$ cat src/rtl/cpu_on_board_pkg.sv
// Shared FSM state type and default timing constants for the on-board pushbutton inputs.
package cpu_on_board_pkg;

   localparam int unsigned DEB_CYCLES_DEF  = 1_000_000;
   localparam int unsigned LONG_CYCLES_DEF = 50_000_000;

   typedef enum logic [1:0] {
      ST_UP        = 2'd0,
      ST_WAIT_DOWN = 2'd1,
      ST_DOWN      = 2'd2,
      ST_WAIT_UP   = 2'd3
   } key_state_t;

endpackage

$ cat src/rtl/key_debounce_ch.sv
// One pushbutton channel: 2-flop synchronizer, debounce FSM with stability counter.
// Optional hold counter and long-press strobe when KEY_LONG_PRESS_EN is defined.
module key_debounce_ch
   import cpu_on_board_pkg::*;
#(
   parameter int unsigned DEB_CYCLES  = DEB_CYCLES_DEF,
   parameter int unsigned LONG_CYCLES = LONG_CYCLES_DEF
) (
   input  logic CLOCK_50,
   input  logic RESET,
   input  logic key_n,
   output logic pressed,
   output logic press_pulse,
   output logic release_pulse,
   output logic long_press
);

   localparam int unsigned      CNT_W    = (DEB_CYCLES > 1) ? $clog2(DEB_CYCLES) : 1;
   localparam logic [CNT_W-1:0] CNT_LAST = CNT_W'(DEB_CYCLES - 1);

   key_state_t       state;
   logic [CNT_W-1:0] cnt;
   logic [CNT_W-1:0] cnt_inc_c;
   logic             key_meta;
   logic             key_sync;

   // Synchronizer resets to the released level so reset never looks like a press.
   always_ff @(posedge CLOCK_50 or posedge RESET) begin
      if (RESET) begin
         key_meta <= 1'b1;
         key_sync <= 1'b1;
      end else begin
         key_meta <= key_n;
         key_sync <= key_meta;
      end
   end

   assign cnt_inc_c = (cnt == CNT_LAST) ? cnt : cnt + CNT_W'(1);

`ifdef KEY_LONG_PRESS_EN
   localparam int unsigned       HOLD_W   = $clog2(LONG_CYCLES + 1);
   localparam logic [HOLD_W-1:0] HOLD_MAX = HOLD_W'(LONG_CYCLES);

   logic [HOLD_W-1:0] hold;
   logic [HOLD_W-1:0] hold_inc_c;

   assign hold_inc_c = (hold == HOLD_MAX) ? hold : hold + HOLD_W'(1);
`endif

   always_ff @(posedge CLOCK_50 or posedge RESET) begin
      if (RESET) begin
         state         <= ST_UP;
         cnt           <= '0;
         pressed       <= 1'b0;
         press_pulse   <= 1'b0;
         release_pulse <= 1'b0;
`ifdef KEY_LONG_PRESS_EN
         hold          <= '0;
         long_press    <= 1'b0;
`endif
      end else begin
         press_pulse   <= 1'b0;
         release_pulse <= 1'b0;
`ifdef KEY_LONG_PRESS_EN
         long_press    <= 1'b0;
`endif
         case (state)
            ST_UP: begin
               if (!key_sync) begin
                  state <= ST_WAIT_DOWN;
                  cnt   <= '0;
               end
            end
            ST_WAIT_DOWN: begin
               if (key_sync) begin
                  state <= ST_UP;
               end else begin
                  cnt <= cnt_inc_c;
                  if (cnt_inc_c == CNT_LAST) begin
                     state       <= ST_DOWN;
                     pressed     <= 1'b1;
                     press_pulse <= 1'b1;
                  end
               end
            end
            ST_DOWN: begin
               if (key_sync) begin
                  state <= ST_WAIT_UP;
                  cnt   <= '0;
               end
`ifdef KEY_LONG_PRESS_EN
               hold <= hold_inc_c;
               if (hold != HOLD_MAX && hold_inc_c == HOLD_MAX) long_press <= 1'b1;
`endif
            end
            ST_WAIT_UP: begin
               if (!key_sync) begin
                  state <= ST_DOWN;
               end else begin
                  cnt <= cnt_inc_c;
               end
`ifdef KEY_LONG_PRESS_EN
               // Release clears the hold count on the way back to UP; otherwise keep counting.
               if (key_sync && cnt_inc_c == CNT_LAST) begin
                  hold <= '0;
               end else begin
                  hold <= hold_inc_c;
                  if (hold != HOLD_MAX && hold_inc_c == HOLD_MAX) long_press <= 1'b1;
               end
`endif
               if (key_sync && cnt_inc_c == CNT_LAST) begin
                  state         <= ST_UP;
                  pressed       <= 1'b0;
                  release_pulse <= 1'b1;
               end
            end
            default: state <= ST_UP;
         endcase
      end
   end

`ifndef KEY_LONG_PRESS_EN
   // Hold tracking compiled out; the strobe stays low whatever the threshold.
   if (LONG_CYCLES > 0) begin : g_long_off
      assign long_press = 1'b0;
   end else begin : g_long_none
      assign long_press = 1'b0;
   end
`endif

endmodule

$ cat src/rtl/key_debouncer.sv
// NUM_KEYS independent pushbutton debouncers with press/release/long-press strobes.
// Long-press detection is built only when KEY_LONG_PRESS_EN is defined.
module key_debouncer
   import cpu_on_board_pkg::*;
#(
   parameter int unsigned NUM_KEYS    = 4,
   parameter int unsigned DEB_CYCLES  = DEB_CYCLES_DEF,
   parameter int unsigned LONG_CYCLES = LONG_CYCLES_DEF
) (
   input  logic                CLOCK_50,
   input  logic                RESET,
   input  logic [NUM_KEYS-1:0] KEY,
   output logic [NUM_KEYS-1:0] pressed,
   output logic [NUM_KEYS-1:0] press_pulse,
   output logic [NUM_KEYS-1:0] release_pulse,
   output logic [NUM_KEYS-1:0] long_press
);

   for (genvar i = 0; i < NUM_KEYS; i++) begin : g_ch
      key_debounce_ch #(
         .DEB_CYCLES  (DEB_CYCLES),
         .LONG_CYCLES (LONG_CYCLES)
      ) u_ch (
         .CLOCK_50      (CLOCK_50),
         .RESET         (RESET),
         .key_n         (KEY[i]),
         .pressed       (pressed[i]),
         .press_pulse   (press_pulse[i]),
         .release_pulse (release_pulse[i]),
         .long_press    (long_press[i])
      );
   end

endmodule

$ cat config.mk
export PLATFORM = sky130hd
export DESIGN_NAME = key_debouncer
export DESIGN_NICKNAME = d
export VERILOG_FILES = /design/src/rtl/cpu_on_board_pkg.sv /design/src/rtl/key_debounce_ch.sv /design/src/rtl/key_debouncer.sv
export SDC_FILE = /design/constraint.sdc
export NUM_CORES = 1
export LEC_CHECK = 0
export CAP_MARGIN = 5
export CORE_MARGIN = 2
export CORE_UTILIZATION = 60
export CTS_CLUSTER_SIZE = 10
export DETAILED_ROUTE_END_ITERATION = 6
export HOLD_SLACK_MARGIN = 0.02
export PLACE_DENSITY_LB_ADDON = 0.1
export SYNTH_ARGS = -nofsm -noshare
export SYNTH_HDL_FRONTEND = slang
export SYNTH_SLANG_ARGS = --single-unit
$ cat constraint.sdc
create_clock -name CLOCK_50 -period 5.2 [get_ports CLOCK_50]
set_clock_uncertainty 0.05 [all_clocks]
set_input_delay 1.04 -clock CLOCK_50 [delete_from_list [all_inputs] [get_ports CLOCK_50]]
set_output_delay 1.04 -clock CLOCK_50 [all_outputs]
set_load 0.03 [all_outputs]
* Yosys cells after proc, flatten, opt, wreduce, memory -nomap -nowiden
Cells that the tools add are included.
** Storage, ports and cells
- Bits in registers :: 108
- Input port bits :: 6
- Output and inout port bits :: 16
- Logic and storage cells :: 196
** Cells by class
- Add/sub/neg operators :: 4
- Equal/unequal tests :: 52
- Multiplexer cells :: 88
- Reductions and logical operators :: 24
** Operator list (number)
- $mux 20 :: 20
- $pmux 20 s4 :: 4
- $eq 20x20->1 const B :: 8
- $add 20x1->20 const B :: 4
- $mux 2 :: 24
- $reduce_and 4->1 :: 12
- $mux 1 :: 32
- $ne 2x1->1 const B :: 16
- $pmux 2 s4 :: 4
- $eq 2x2->1 const B :: 8
- $ne 2x2->1 const B :: 8
- $ne 3x1->1 const B :: 4
- $ne 3x3->1 const B :: 4
- $eq 2x1->1 const B :: 4
- $logic_not 2->1 :: 4
- $pmux 1 s2 :: 4
- $reduce_bool 2->1 :: 4
- $logic_and 1x1->1 :: 4

* Longest topological paths before layout
Gate-level depths: netlist (run 1).
- Word-level depth :: 6
- Gate-level depth with buffers :: 10
- Gate-level depth less buffers :: 8

* Hierarchy
A second synthesis (run 1) with hierarchy kept.
** Second synthesis, totals
- Cell total of the unflattened synthesis :: 810
- Area, all modules :: 6914.1 µm²
** Modules (own cells, without submodules)
- key_debounce_ch at g_ch[0].u_ch ... :: instances 3, cells each 201, area an instance 1722.9 µm², seq. area each 678.2 µm²
- key_debounce_ch at g_ch[3].u_ch :: instances 1, cells each 207, area an instance 1745.4 µm², seq. area each 678.2 µm²

* Least setup slack after synthesis (run 1)
No wires, ideal clock.
- Path kind :: register to register
- Start point :: reg g_ch[3].u_ch.cnt[1]
- End point :: reg g_ch[3].u_ch.pressed
- Library setup time :: 124 ps
- Arrival :: 2455 ps
- Data required time :: 5026 ps
- Slack :: 2571 ps
- Stages on the path, launching flop included :: 10
- Buffers on the path :: 1
- Period minus slack after synthesis :: 2629 ps
- Path through :: dfrtp_1 -> ha_1 -> clkbuf_1 -> or4b_2 -> nor4_1 -> o211ai_1 -> a21oi_1 -> o2111ai_1 -> or2_1 -> a211o_1
** Between the ends
- Longest elaborated chain between the ends :: 6
- Elaborated cells on any way between the ends :: 8
- Classes of those cells :: add/sub: 1; eq/ne: 4; mux: 1; reduce/logical: 2
** Ends and longest elaborated chain
- from (decl) :: line key_debounce_ch.sv:22 : logic [CNT_W-1:0] cnt;
- from (signal assigned) :: line key_debounce_ch.sv:78 : cnt <= cnt_inc_c;
- from (signal assigned) :: line key_debounce_ch.sv:100 : cnt <= cnt_inc_c;
- $add 20x1->20 or $eq 20x20->1 (tied branches) :: line key_debounce_ch.sv:38 : assign cnt_inc_c = (cnt == CNT_LAST) ? cnt : cnt + CNT_W'(1);
- $mux 20 (*) :: line key_debounce_ch.sv:38
- $eq 20x20->1 (*) :: line key_debounce_ch.sv:79, key_debounce_ch.sv:111
- $logic_and 1x1->1 :: line key_debounce_ch.sv:111 : if (key_sync && cnt_inc_c == CNT_LAST) begin
- $ne 2x1->1 (no line)
- $reduce_and 4->1 (no line) (*)
- to (signal assigned) :: line key_debounce_ch.sv:54 : pressed <= 1'b0;
- to (signal assigned) :: line key_debounce_ch.sv:81 : pressed <= 1'b1;
- to (signal assigned) :: line key_debounce_ch.sv:113 : pressed <= 1'b0;
- to (decl) :: line key_debounce_ch.sv:12 : output logic pressed,
Every way passes the cells marked *; elsewhere a longest branch is shown, timed or not.
A chain may end at the register's enable or synchronous reset.

* Worst setup path after layout (run 1)
- Start point :: reg g_ch[0].u_ch.cnt[0]
- End point :: reg g_ch[0].u_ch.pressed
** Between the ends
- Longest elaborated chain between the ends :: 6
- Elaborated cells on any way between the ends :: 8
- Classes of those cells :: add/sub: 1; eq/ne: 4; mux: 1; reduce/logical: 2
** Ends and longest elaborated chain (line)
- from (decl) :: key_debounce_ch.sv:22
- from (signal assigned) :: key_debounce_ch.sv:78
- from (signal assigned) :: key_debounce_ch.sv:100
- $add 20x1->20 or $eq 20x20->1 (tied branches) :: key_debounce_ch.sv:38
- $mux 20 (*) :: key_debounce_ch.sv:38
- $eq 20x20->1 (*) :: key_debounce_ch.sv:79, key_debounce_ch.sv:111
- $logic_and 1x1->1 :: key_debounce_ch.sv:111
- $ne 2x1->1 (no line)
- $reduce_and 4->1 (no line) (*)
- to (signal assigned) :: key_debounce_ch.sv:54
- to (signal assigned) :: key_debounce_ch.sv:81
- to (signal assigned) :: key_debounce_ch.sv:113
- to (decl) :: key_debounce_ch.sv:12
Marked as above.

==> metrics.csv, run 1 <==
stage;metric;value;unit
critical_path;Critical Path Max Stage Delay;0.71;ns
clock_network;cts hold-fix bufs;0;
clock_network;H-tree levels;3;
drt;via count;6457;
yosys;Netlist Area Pre-Place;0.007203;mm²
die;site row count;40;
clock_network;worst-skew pair later-pin latency;0.36;ns
drt;Vias/cell;6.549;
placed_design;Placer Congestion;0.9441;
power_and_ir_drop;leakage;2.925;nW
die;die height;113.6;µm
critical_path;Critical Path AT;3.31;ns
finish;ANT cells;0;
yosys;Main synth FF type;dfrtp_1;
finish;nets@finish;844;
clock_network;number of CTS-inserted buffers;9;
finish;Layout area overhead;4.690;%
sta;TNS Setup;0;ns
power_and_ir_drop;PnR Total Power;1.775;mW
critical_path;Crit Path Class;flop to flop;
finish;post-route cell area;0.007541;mm²
clock_network;CTS clk-pin slew, worst paths;0.07;ns
yosys;EDFF count, synth;0;
critical_path;CP Data Required Time;5.40;ns
sta;Slew headroom;35.02;%
sta;max-slew violations;0;
global_routing;first-pass GRT wire length;29190;µm
die;die area;0.01290;mm²
drt;post-route ant nets;0;
global_routing;antenna violations before repair;0;
yosys;FF+latch count, synth;108;
yosys;synth warn;0;
finish;layout cells sized above 1;6.794;%
clock_network;maximum clock path buffer count;2;
power_and_ir_drop;peak supply drop;0.2449;mV
hold_path;Tightest Hold Check Type;flop to flop;
yosys;Yosys cell types;85;
critical_path;crit start category;flop;
global_routing;gr usage total;27.47;%
sta;Worst-Margin Slew;0.9747;ns
placed_design;PortBufs;17;
die;Ports;22;
clock_network;clk sinks;108;
clock_network;CTS tree;built;
global_routing;largest net degree at the start of global routing;83;
drt;final wirelength;16950;µm
flow_run;max-cap violation count;0;
sta;post-layout min period;3.106;ns
yosys;Cells after Synth;873;
finish;commonest non-fill, non-tap cell in the layout;nand2_1;
outcome;status;finished, final reports clean;
clock_network;post_cts resized;0;
sta;Final Hold Vio Count;0;
drt;DR DRC count;0;
yosys;post-synthesis sequential area ratio;37.66;%
finish;most used cells in the layout excluding fill and tap cells;126 x nand2_1, 100 x dfrtp_1, 68 x o21ai_0, 57 x nor2_1, 40 x a21oi_1;
placed_design;Post-DP HPWL;11670;µm
sta;fmax;0.3220;GHz
sta;RSZ-0062 raised after global routing;false;
die;core region area;0.01186;mm²
sta;setup violators final;0;
critical_path;CP Max Fanout;9;
clock_network;Clock Tree Root;clkbuf_16;
critical_path;worst path cell trace;ha_1 -> and4_1 -> and3_1 -> o211a_1 -> o221ai_1 -> a2111oi_1 -> nand2_1 -> a211o_1;
critical_path;CP max stage cell;a2111oi_1;
yosys;Avg Inst Size Synth;8.251;µm²
power_and_ir_drop;PD cells;235.4;mW/mm²
drt;DR WL/cell;17.19;µm
finish;Final Util;63.58;%
global_routing;GRT Residual Overflow;0;
global_routing;vias in the first global route;6109;
critical_path;Crit. End Element;flop;
sta;crit share post-route;59.73;%
die;initial cell density of the core;60.73;%
die;Die X-Extent;113.6;µm
yosys;post-synthesis async set-or-reset flop share;100.0;%
clock_network;# Post-CTS Setup Buffers;0;
drt;first-pass detailed-route iteration total;5;
drt;drt initial violations;555;
placed_design;Placement Cell Area;0.007241;mm²
stage by stage:
stage	hold slack, ns	std cells	setup WS (ns)
after floorplan	0.2952	876	1.278
after global placement	0.2958	970	2.254
after detailed placement	0.3004	970	2.195
after CTS	0.3067	986	2.174
after global routing	0.3144	986	1.810
final	0.3018	986	2.094
path summary, 6_finish.rpt:
kind                                       start  slack [ns]  depth (start not counted)                    end
hold / removal             g_ch[0].u_ch.key_meta        0.30                          0  g_ch[0].u_ch.key_sync
max in group asynchronous                  RESET        2.87                          3  g_ch[3].u_ch.key_sync
min in group asynchronous                  RESET        1.21                          2    g_ch[3].u_ch.cnt[3]
setup reg to reg             g_ch[0].u_ch.cnt[0]        2.09                          8   g_ch[0].u_ch.pressed
setup / recovery             g_ch[0].u_ch.cnt[0]        2.09                          8   g_ch[0].u_ch.pressed
hold reg to reg            g_ch[0].u_ch.key_meta        0.30                          0  g_ch[0].u_ch.key_sync
cells in the mapped netlist, types with 6 or more instances:
| cell | n | area [µm²] |
|---|---|---|
| nand2_1 | 126 | 473.0 |
| dfrtp_1 | 100 | 2502 |
| o21ai_0 | 68 | 340.3 |
| nor2_1 | 57 | 214.0 |
| a21oi_1 | 40 | 200.2 |
| clkbuf_1 | 36 | 135.1 |
| nand3_1 | 36 | 180.2 |
| nor3_1 | 28 | 140.1 |
| nand4_1 | 27 | 168.9 |
| o31ai_1 | 27 | 202.7 |
| inv_1 | 25 | 93.84 |
| and3_1 | 19 | 118.9 |
| buf_4 | 18 | 135.1 |
| mux2i_1 | 17 | 170.2 |
| nor4_1 | 17 | 106.4 |
| buf_2 | 15 | 75.07 |
| o22ai_1 | 11 | 68.82 |
| a22o_1 | 10 | 87.58 |
| xnor2_1 | 10 | 87.58 |
| a31oi_1 | 8 | 50.05 |
| and4_1 | 8 | 70.07 |
| dfstp_2 | 8 | 210.2 |
| a21o_1 | 7 | 52.55 |
| and2_1 | 7 | 43.79 |
| or4_1 | 7 | 52.55 |
| nand2b_1 | 6 | 37.54 |
| nor2b_1 | 6 | 37.54 |
| o2111ai_1 | 6 | 52.55 |
where the power goes:
| group | internal (mW) | switching, mW |
|---|---|---|
| combinational | 0.0558 | 0.0916 |
| sequential | 0.868 | 0.0572 |
| clock | 0.377 | 0.326 |
| total | 1.30 | 0.474 |
cells by family (layout without fill, tap and decap cells):
| kind of cell | count (synthesis) | after routing | synth area share (%) |
|---|---|---|---|
| buffers and inverters | 101 | 64 | 6.618 |
| muxes | 21 | 21 | 2.988 |
| AOI/OAI and AO/OA | 229 | 229 | 20.74 |
| adders and majority gates | 5 | 5 | 0.8338 |
| xor gates and xnor gates | 14 | 14 | 1.702 |
| other | 1 | 4 | 0.05206 |
| and+or+nand+nor | 394 | 394 | 29.41 |
| DFF | 108 | 108 | 37.66 |
state kept, by name (all words and copies together), names as in the netlist:
register and flops:
g_ch.u_ch.pressed 4, g_ch.u_ch.key_sync 4, g_ch.u_ch.key_meta 4, g_ch.u_ch.cnt 80
g_ch.u_ch.press_pulse 4, g_ch.u_ch.release_pulse 4, g_ch.u_ch.state 8
critical path: cells and delay by family (launching register included):
| family | cells | cell delay (ns) |
|---|---|---|
| compound gates | 4 | 1.31 |
| simple gates | 3 | 0.77 |
| flops | 1 | 0.48 |
| fa+ha+maj | 1 | 0.38 |
routing by layer:
| layer | vias to the layer above | GRT usage, % | wire, µm |
|---|---|---|---|
| met1 | 3043 | 37.43 | 7482 |
| met2 | 227 | 44.07 | 8048 |
| li1 | 3141 | - | - |
| met5 | - | 0 | 0 |
| met4 | 0 | 9.268 | 380 |
| met3 | 46 | 5.685 | 1037 |
cell type report:
class / instances / area, µm²
Clock inverter: 7 / 75.07
Inverter: 25 / 96.34
Multi-Input combinational cell: 667 / 4033
Fill cell: 1026 / 4320
Timing Repair Buffer: 23 / 215.2
Clock buffer: 9 / 225.2
Tap cell: 147 / 183.9
Sequential cell: 108 / 2713
(Power assumes the default switching activity.)
==> run 2: changes to the inputs <==
clock period = 3.1 ns   (was 5.2 ns; I/O delays follow)
==> metrics.csv, run 2 (same netlist as run 1, synthesis figures left out) <==
stage;metric;value;unit
outcome;status;finished, final reports clean;
critical_path;CP Data Required Time;3.30;ns
finish;Largest regs;g_ch.u_ch.cnt x80, g_ch.u_ch.state x8;
clock_network;H-tree levels;3;
sta;Worst-Margin Slew;0.7187;ns
sta;fmax;0.3485;GHz
global_routing;first-pass GRT wire length;28960;µm
placed_design;Placer Congestion;0.9642;
die;die height;113.6;µm
sta;Final Hold Vio Count;0;
global_routing;largest net degree at the start of global routing;109;
sta;max-slew violations;0;
die;Ports;22;
finish;commonest non-fill, non-tap cell in the layout;nand2_1;
drt;via count;6580;
hold_path;Worst Hold Depth;0;
critical_path;CP Max Fanout;8;
finish;nets@finish;862;
clock_network;maximum clock path buffer count;2;
global_routing;GRT Residual Overflow;0;
drt;DR WL/cell;17.21;µm
finish;Final Util;64.95;%
sta;TNS Setup;0;ns
critical_path;Crit Path Class;flop to flop;
critical_path;crit start category;flop;
die;initial cell density of the core;60.73;%
critical_path;Critical Path AT;3.07;ns
global_routing;antenna violations before repair;0;
finish;Largest register FFs;80;
sta;RSZ-0062 raised after global routing;false;
clock_network;CTS tree;built;
placed_design;PortBufs;17;
clock_network;worst-skew pair later-pin latency;0.36;ns
finish;ANT cells;0;
clock_network;clk sinks;108;
drt;final wirelength;17280;µm
global_routing;vias in the first global route;6112;
power_and_ir_drop;leakage;3.020;nW
finish;layout cells sized above 1;8.985;%
drt;post-route ant nets;0;
critical_path;worst reg-to-reg setup slack;0.23;ns
drt;first-pass detailed-route iteration total;5;
drt;DR DRC count;0;
sta;crit share post-route;92.57;%
finish;Layout area overhead;6.948;%
die;site row count;40;
power_and_ir_drop;peak supply drop;0.3686;mV
die;core region area;0.01186;mm²
power_and_ir_drop;PnR Total Power;3.032;mW
placed_design;Post-DP HPWL;11770;µm
global_routing;gr usage total;27.54;%
clock_network;number of CTS-inserted buffers;9;
power_and_ir_drop;PD cells;393.5;mW/mm²
drt;Vias/cell;6.554;
die;Die X-Extent;113.6;µm
sta;Slew headroom;52.05;%
sta;post-layout min period;2.870;ns
hold_path;Tightest Hold Check Type;flop to flop;
clock_network;Clock Tree Root;clkbuf_16;
die;die area;0.01290;mm²
finish;most used cells in the layout excluding fill and tap cells;126 x nand2_1, 100 x dfrtp_1, 68 x o21ai_0, 57 x nor2_1, 40 x a21oi_1;
sta;setup violators final;0;
finish;Biggest register;g_ch.u_ch.cnt;
drt;drt initial violations;627;
critical_path;Crit. End Element;flop;
critical_path;path depth of the worst reg2reg path;7;
clock_network;CTS clk-pin slew, worst paths;0.08;ns
flow_run;max-cap violation count;0;
==> run 2: worst paths after layout <==
| path | startpoint | endpoint |
|---|---|---|
| min in group asynchronous | RESET | g_ch[2].u_ch.release_pulse |
| setup reg to reg | g_ch[1].u_ch.cnt[11] | g_ch[1].u_ch.pressed |
| hold reg to reg | g_ch[2].u_ch.key_meta | g_ch[2].u_ch.key_sync |
| max in group asynchronous | RESET | g_ch[1].u_ch.key_sync |
| hold / removal | g_ch[2].u_ch.key_meta | g_ch[2].u_ch.key_sync |
| setup / recovery | g_ch[1].u_ch.cnt[11] | g_ch[1].u_ch.pressed |
==> run 2: timing repair <==
action,in CTS,in global routing
setup buffers,0,0
hold buffers,0,0
resized for setup,0,2
setup endpoints to repair,0,3
==> run 2: through the flow <==
stage | instance area [µm²] | setup WS [ns] | hold WS (ns) | std cells
2_1_floorplan | 7218 | 0.4711 | 0.2952 | 876
3_3_place_gp | 7390 | 0.2601 | 0.2961 | 988
6_report | 7704 | 0.2302 | 0.3053 | 1004
3_5_place_dp | 7390 | 0.1909 | 0.2993 | 988
4_1_cts | 7696 | 0.1477 | 0.3037 | 1004
5_1_grt | 7704 | 0.003030 | 0.3072 | 1004
==> run 2: area by class of cell <==
cell class / count / area, µm²
Fill cell: 1010 / 4158
Multi-Input combinational cell: 667 / 4040
Sequential cell: 108 / 2713
Timing Repair Buffer: 41 / 362.8
Clock buffer: 9 / 225.2
Tap cell: 147 / 183.9
Inverter: 25 / 97.59
Clock inverter: 7 / 81.33
==> run 2: where the power goes <==
group | internal [mW] | total, mW | switching [mW]
logic | 0.103 | 0.272 | 0.170
clock network | 0.642 | 1.21 | 0.571
registers | 1.46 | 1.55 | 0.0911
total | 2.20 | 3.03 | 0.832
==> run 2: layer usage <==
layer  track usage [%]  share of wire (%)  vias to the layer above
li1                  -                  -                     3180
met1             36.76                 46                     3144
met2             44.87                 48                      218
met3             5.792                4.8                       38
met4             9.593                2.0                        0
met5                 0                  0                        -
==> run 2: critical path, cell delays in order, from the launching register on <==
cell	delay, ns
dfrtp_1	0.46
or4b_1	0.56
or4_1	0.55
a211oi_1	0.31
o221ai_1	0.18
and4b_1	0.36
mux2i_1	0.22
nand2_1	0.07
==> run 3: changes to the inputs <==
CAP_MARGIN = 15   (was 5)
CORE_MARGIN = unset   (was 2)
==> metrics.csv, run 3 (same netlist as run 1, synthesis figures left out) <==
stage;metric;value;unit
outcome;status;finished with violations;
outcome;violated checks;design-rule violations;
power_and_ir_drop;leakage;3.023;nW
finish;Largest regs;g_ch.u_ch.cnt x80, g_ch.u_ch.state x8;
sta;post-layout min period;2.893;ns
critical_path;CP Data Required Time;3.30;ns
finish;Biggest register;g_ch.u_ch.cnt;
finish;number of filler cells placed in the layout;954;
clock_network;H-tree levels;3;
placed_design;DP Worst Slack;0.2166;ns
critical_path;Buf+Inv Stages, Crit Path;0;
die;Die X-Extent;111.6;µm
power_and_ir_drop;peak supply drop;0.4360;mV
clock_network;maximum clock path buffer count;2;
die;Ports;22;
die;core region area;0.01156;mm²
hold_path;Tightest Hold Check Type;flop to flop;
finish;Final Util;66.65;%
die;site row count;39;
global_routing;antenna violations before repair;0;
finish;nets@finish;861;
finish;layout cells sized above 1;8.762;%
placed_design;PortBufs;17;
sta;RSZ-0062 raised after global routing;false;
die;die area;0.01245;mm²
sta;Slew headroom;56.02;%
finish;ANT cells;0;
drt;via count;6603;
drt;final wirelength;17190;µm
drt;post-route ant nets;0;
die;initial cell density of the core;62.28;%
placed_design;Post-DP HPWL;11820;µm
die;die height;111.6;µm
critical_path;worst path cell trace;ha_1 -> nand3_1 -> nor3_1 -> a41oi_1 -> nor4b_1 -> and4b_1 -> mux2i_1 -> nand2_1;
sta;TNS Setup;0;ns
global_routing;GRT Residual Overflow;0;
sta;setup violators final;0;
global_routing;first-pass GRT wire length;29550;µm
drt;DR WL/cell;17.21;µm
global_routing;vias in the first global route;6073;
critical_path;CP max stage cell;dfrtp_1;
clock_network;Clock Tree Root;clkbuf_16;
critical_path;Crit Path Class;flop to flop;
critical_path;crit start category;flop;
drt;Vias/cell;6.610;
clock_network;worst-skew pair later-pin latency;0.36;ns
finish;Largest register FFs;80;
critical_path;Top Family by Delay on Critical Path;simple AND/OR/NAND/NOR gates;
critical_path;Critical Path Max Stage Delay;0.55;ns
global_routing;largest net degree at the start of global routing;109;
finish;most used cells in the layout excluding fill and tap cells;126 x nand2_1, 100 x dfrtp_1, 68 x o21ai_0, 57 x nor2_1, 40 x a21oi_1;
sta;Final Hold Vio Count;0;
finish;commonest non-fill, non-tap cell in the layout;nand2_1;
critical_path;CP Max Fanout;10;
critical_path;Crit. End Element;flop;
sta;fmax;0.3456;GHz
drt;DR DRC count;2;
critical_path;Critical Path AT;3.09;ns
sta;Final WS setup;0.2066;ns
finish;Layout area overhead;7.000;%
clock_network;CTS tree;built;
drt;drt initial violations;595;
power_and_ir_drop;PD cells;400.5;mW/mm²
sta;Worst-Margin Slew;0.6550;ns
clock_network;clk sinks;108;
sta;max-slew violations;0;
flow_run;max-cap violation count;0;
clock_network;number of CTS-inserted buffers;9;
drt;first-pass detailed-route iteration total;7;
clock_network;cts hold-fix bufs;0;
sta;crit share post-route;93.34;%
clock_network;CTS clk-pin slew, worst paths;0.08;ns
placed_design;Placer Congestion;0.9378;
global_routing;gr usage total;29.07;%
## run 3: cell types whose count changed in the layout (fill, tap and decap cells not counted), sizes merged
cell | previous run | this run
inv | 28 | 25
clkinvlp | 1 | 2
bufinv | 1 | 2
buf | 24 | 23
clkbuf | 9 | 10
## run 3: report_power, final
part,total [mW],internal [mW],leakage [nW],switching (mW)
clock network,1.27,0.731,0.159,0.539
registers,1.55,1.46,1.46,0.0930
logic,0.269,0.102,1.40,0.167
total,3.09,2.29,3.02,0.799
## run 3: area by class of cell
| type | instances | area (µm²) | share of cell area (%) |
|---|---|---|---|
| clock buffers | 10 | 239.0 | 3.101 |
| clock inverters | 6 | 86.33 | 1.120 |
| inverters | 25 | 97.59 | 1.266 |
| multi-input cells | 667 | 4038 | 52.39 |
| flip-flops and latches | 108 | 2713 | 35.19 |
| well taps | 143 | 178.9 | 2.321 |
| repair buffers | 40 | 355.3 | 4.610 |
## run 3: per-stage QoR
| step | instances | power (mW) | instance area [µm²] | hold WS (ns) |
|---|---|---|---|---|
| 2_1_floorplan | 876 | 1.765 | 7218 | 0.2952 |
| 3_3_place_gp | 983 | 1.823 | 7377 | 0.2973 |
| 3_5_place_dp | 983 | 1.839 | 7377 | 0.2972 |
| 4_1_cts | 999 | 3.110 | 7702 | 0.3071 |
| 5_1_grt | 999 | 3.209 | 7707 | 0.3115 |
| 6_report | 999 | 3.087 | 7707 | 0.3029 |
## run 3: per-layer routing
layer / vias to the layer above / track usage, % / share of wire, %
met5: - / 0 / 0
met4: 0 / 8.468 / 1.0
met3: 23 / 6.151 / 6.6
met2: 255 / 47.46 / 48
met1: 3166 / 39.16 / 44
li1: 3159 / - / -
## run 3: final timing paths
path                                        from               endpoint  slack, ns  cells past startpoint
setup / recovery             g_ch[1].u_ch.cnt[0]   g_ch[1].u_ch.pressed       0.21                      8
hold / removal             g_ch[2].u_ch.key_meta  g_ch[2].u_ch.key_sync       0.30                      0
setup reg to reg             g_ch[1].u_ch.cnt[0]   g_ch[1].u_ch.pressed       0.21                      8
hold reg to reg            g_ch[2].u_ch.key_meta  g_ch[2].u_ch.key_sync       0.30                      0
max in group asynchronous                  RESET   g_ch[0].u_ch.cnt[13]       1.85                      3
min in group asynchronous                  RESET    g_ch[1].u_ch.cnt[8]       0.74                      3
## run 3: repair_timing
item | 4_1_cts | 5_1_grt
resized for setup | 0 | 1
setup buffers | 0 | 0
endpoints found under the setup margin | 0 | 1
## run 3: worst reg2reg max path, delay by kind of cell (launching register included)
kind,cells,cell delay [ns]
flops,1,0.55
simple gates,5,1.44
compound gates,1,0.22
fa+ha+maj,1,0.33
mux,1,0.21
